### src/rtl/sfifo_fwft_out_stage.sv
// First-word-fall-through output stage for the synchronous FIFO read controller.
// Turns request/empty reads (one-cycle read latency) into a valid/ready stream via head + skid.
module sfifo_fwft_out_stage #(
  parameter int unsigned DataWidth = 8
) (
  input  logic                 clk,
  input  logic                 reset,
  input  logic                 FIFOEmpty,
  input  logic [DataWidth-1:0] FIFORdData,
  output logic                 FIFORdReq,
  output logic [DataWidth-1:0] OutData,
  output logic                 OutValid,
  input  logic                 OutReady,
  output logic [1:0]           Count
);

  logic [DataWidth-1:0] r_head_data, r_skid_data;
  logic                 r_head_valid, r_skid_valid;
  logic                 r_in_flight;

  logic [DataWidth-1:0] w_head_data, w_skid_data;
  logic                 w_head_valid, w_skid_valid;
  logic                 w_pop;
  logic [2:0]           w_occ;

  // The skid is only ever occupied behind a valid head, so occupancy is derived from the flags.
  assign Count    = {r_head_valid & r_skid_valid, r_head_valid ^ r_skid_valid};
  assign OutData  = r_head_data;
  assign OutValid = r_head_valid;

  assign w_pop = r_head_valid & OutReady;
  assign w_occ = {1'b0, Count} + {2'b00, r_in_flight} - {2'b00, w_pop};

  assign FIFORdReq = ~reset & ~FIFOEmpty & (w_occ <= 3'd1);

  always_comb begin
    w_head_data  = r_head_data;
    w_head_valid = r_head_valid;
    w_skid_data  = r_skid_data;
    w_skid_valid = r_skid_valid;
    if (r_in_flight) begin
      if (!r_head_valid || (w_pop && !r_skid_valid)) begin
        w_head_data  = FIFORdData;
        w_head_valid = 1'b1;
      end else if (w_pop) begin
        // Skid is older than the arriving word, so it advances first.
        w_head_data  = r_skid_data;
        w_skid_data  = FIFORdData;
        w_skid_valid = 1'b1;
      end else begin
        w_skid_data  = FIFORdData;
        w_skid_valid = 1'b1;
      end
    end else if (w_pop) begin
      if (r_skid_valid) begin
        w_head_data  = r_skid_data;
        w_skid_valid = 1'b0;
      end else begin
        w_head_valid = 1'b0;
      end
    end
  end

  always_ff @(posedge clk or posedge reset) begin
    if (reset) begin
      r_head_data  <= '0;
      r_head_valid <= 1'b0;
      r_skid_data  <= '0;
      r_skid_valid <= 1'b0;
      r_in_flight  <= 1'b0;
    end else begin
      r_head_data  <= w_head_data;
      r_head_valid <= w_head_valid;
      r_skid_data  <= w_skid_data;
      r_skid_valid <= w_skid_valid;
      r_in_flight  <= FIFORdReq;
    end
  end

endmodule

### config.mk
export PLATFORM = sky130hd
export DESIGN_NAME = sfifo_fwft_out_stage
export DESIGN_NICKNAME = d
export VERILOG_FILES = /design/src/rtl/sfifo_fwft_out_stage.sv
export SDC_FILE = /design/constraint.sdc
export NUM_CORES = 1
export LEC_CHECK = 0
export CAP_MARGIN = 20
export CORE_MARGIN = 2
export CORE_UTILIZATION = 30
export CTS_CLUSTER_DIAMETER = 60
export DETAILED_ROUTE_END_ITERATION = 8
export PLACE_DENSITY = 0.55
export SYNTH_ARGS = -nofsm -noshare
export SYNTH_HDL_FRONTEND = slang
export SYNTH_SLANG_ARGS = --single-unit
export TNS_END_PERCENT = 30
### constraint.sdc
create_clock -name clk -period 2.4 [get_ports clk]
set_clock_uncertainty 0.05 [all_clocks]
set_input_delay 0.24 -clock clk [delete_from_list [all_inputs] [get_ports clk]]
set_output_delay 0.24 -clock clk [all_outputs]
set_load 0.005 [all_outputs]
==> results of run 1 <==
[where the power goes]
part           internal (mW)  switching [mW]  total (mW)
Combinational          0.399           0.257       0.656
Clock                 0.0620          0.0995       0.161
Sequential             0.464          0.0805       0.545
[Yosys cell counts (all sizes together)]
master  instances  area share
dfrtp          19        0.50
nor2           11       0.043
a21oi          10       0.096
mux2            8       0.094
mux2i           8       0.084
ha              4       0.052
inv             4       0.016
o21ai           2       0.010
buf             1      0.0079
fa              1       0.021
nand2           1      0.0039
nand2b          1       0.014
nand3           1       0.010
nor2b           1       0.014
nor3            1       0.017
nor4b           1      0.0092
xor2            1      0.0092
[worst max path at each step]
stage / from / to / slack, ps
3_3_place_gp: OutReady / FIFORdReq / -600
2_1_floorplan: OutValid$_DFFE_PP0P_ / FIFORdReq / 180
6_report: OutReady / FIFORdReq / -90
4_1_cts: OutValid$_DFFE_PP0P_ / FIFORdReq / -120
5_1_grt: OutValid$_DFFE_PP0P_ / FIFORdReq / -230
3_5_place_dp: OutReady / FIFORdReq / -640
[timing repair]
action | in CTS | in global routing
endpoints found under the setup margin | 1 | 1
gates resized for setup | 14 | 1
setup buffers | 1 | 0
pin swaps | 6 | 1
[routing by layer]
metal,global-route usage,share of wire
met4,0.0373,0.0097
met5,0,0
met2,0.211,0.53
met3,0.0448,0.046
met1,0.141,0.42
[through the flow]
stage / worst slack, ps / setup TNS, ps / std cells
detailed placement: -635 / -692 / 151
finish: -91.2 / -91.2 / 156
global placement: -600 / -622 / 151
floorplan: 179 / 0 / 75
global route: -225 / -225 / 156
CTS: -123 / -123 / 156
[cells by family after synthesis]
kind of cell / after synthesis / synth area share
adders and majority gates: 5 / 0.0733
xor gates and xnor gates: 1 / 0.00916
and+or+nand+nor: 17 / 0.113
AOI/OAI and AO/OA: 12 / 0.106
muxes: 16 / 0.178
buffers and inverters: 5 / 0.0236
DFF: 19 / 0.497
[cell type report]
cell class	instances	area share
sequential	19	0.340
timing repair buffer	34	0.220
multi-input combinational	51	0.371
clock buffer	3	0.0161
tap	44	0.0393
clock inverter	1	0.00357
inverter	4	0.0107
[worst max-delay path, stage by stage]
cell and delay, ps:
clkdlybuf4s50_1 520, nand2_4 80, ha_4 270, ha_4 110, inv_2 30, fa_2 370, xor2_2 160, nor4b_2 250
buf_2 160
[flip-flops by register name (all words and copies together) (netlist names)]
signal and flops:
r_skid_valid 1, r_skid_data 8, OutValid 1, r_in_flight 1, OutData 8
==> flow_summary.yaml, run 1 <==
critical_path:
  worstPathRequired_ps: 2110
  start_kind: "primary input"
  crit_type: "primary input to output port"
  ff2ff_path_depth: 8
  end_kind: "output port"
  worstReg2RegStart: "OutValid$_DFFE_PP0P_"
  ff2ff_setup_slack_ps: 420
  critPathArrivalTime_ps: 2200
  cp_max_fo: 2
  reg2reg_to: "r_in_flight$_DFF_PP0_"
floorplanning:
  die_y_um: 60.5
  std_cell_rows: 20
  die_area_mm2: 0.00365
  io_pins: 24
  chipWidth_um: 60.5
  core_mm2: 0.00305
  start_util: 0.313
finish:
  layout-drive-gt1-share: 0.411
  area_growth_syn_to_layout_pct: 46.6
  final_cell_mix: "clkdlybuf4s50_1, dfrtp_1, nor2_1, buf_4"
  mostFrequentLayoutCell: "clkdlybuf4s50_1"
  fillCellCount: 303
  final_util: 0.459
  final-seq-area_um2: 477
  antenna_cells: 0
  fin_area_mm2: 0.00140
  fin_nets: 130
  multi_input_area_um2: 519
sta:
  timing.slew.headroom: 0.516
  post-route-period-util: 1.04
  hold_viol: 0
  min_period_ps: 2490
  setup_viol: 1
  setup_ws_ps: -91.2
  clock.fmax_mhz: 401
  tightest_slew_ps: 725
  drv_slew: 0
  fin_hold_ws_ps: 356
  rsz0062_at_grt: "true"
global_route:
  antenna_found_initial: 0
  grt_overflow: 0
  track_usage: 0.122
  grt_pass1_vias: 733
  grt_max_degree: 20
  grt_pass1_wl_um: 3250
detailed_routing:
  postRouteAntennaNets: 0
  drc_errors: 0
  wl_um: 1860
  drt_iter0_markers: 8
  wl_per_cell_um: 11.9
  drt_pass1_iterations: 3
  avgViaCountPerCell: 4.46
  routed-via-count: 695
cts:
  cts_hold_buffers: 0
  cts_tree: "done"
  cts_sinks: 19
  clk_latency_ps: 300
  numCtsBuffers: 3
  htreeDepth: 1
  cts_buffer_depth: 2
  cts-root-buf: "clkbuf_4"
  cts.clk_slew.worst_paths_ps: 110
pwr:
  power_density_mw_per_mm2: 972
  finalPower_mw: 1.36
  leakage_nw: 0.585
  peakVddDrop_mv: 0.381
synth:
  postSynthCellCount: 75
  synth_cell_types: 19
  yosysWarningCount: 0
  synth_area_um2: 956
  avgSynthCellArea_um2: 12.7
  synth-seq-area-share: 0.497
  synthesis.nets: 92
  ys_ff_latch: 19
placed_design:
  placed_area_mm2: 0.00131
  place.gp.congestion: 0.784
  portBuffers: 23
  dpl.hpwl_um: 1350
worst_hold_path:
  min_path_type: "primary input to async pin"
run_status:
  status: "complete, but fails checks"
  violations: "setup timing"
flow_run:
  maxCapViolCount: 0
Power figures use the tool's default switching activity.
==> run 2: changes to the inputs <==
CAP_MARGIN = 5   (was 20)
==> results of run 2 <==
Same layout as run 1: the final DEF is identical, and so are final timing and power.
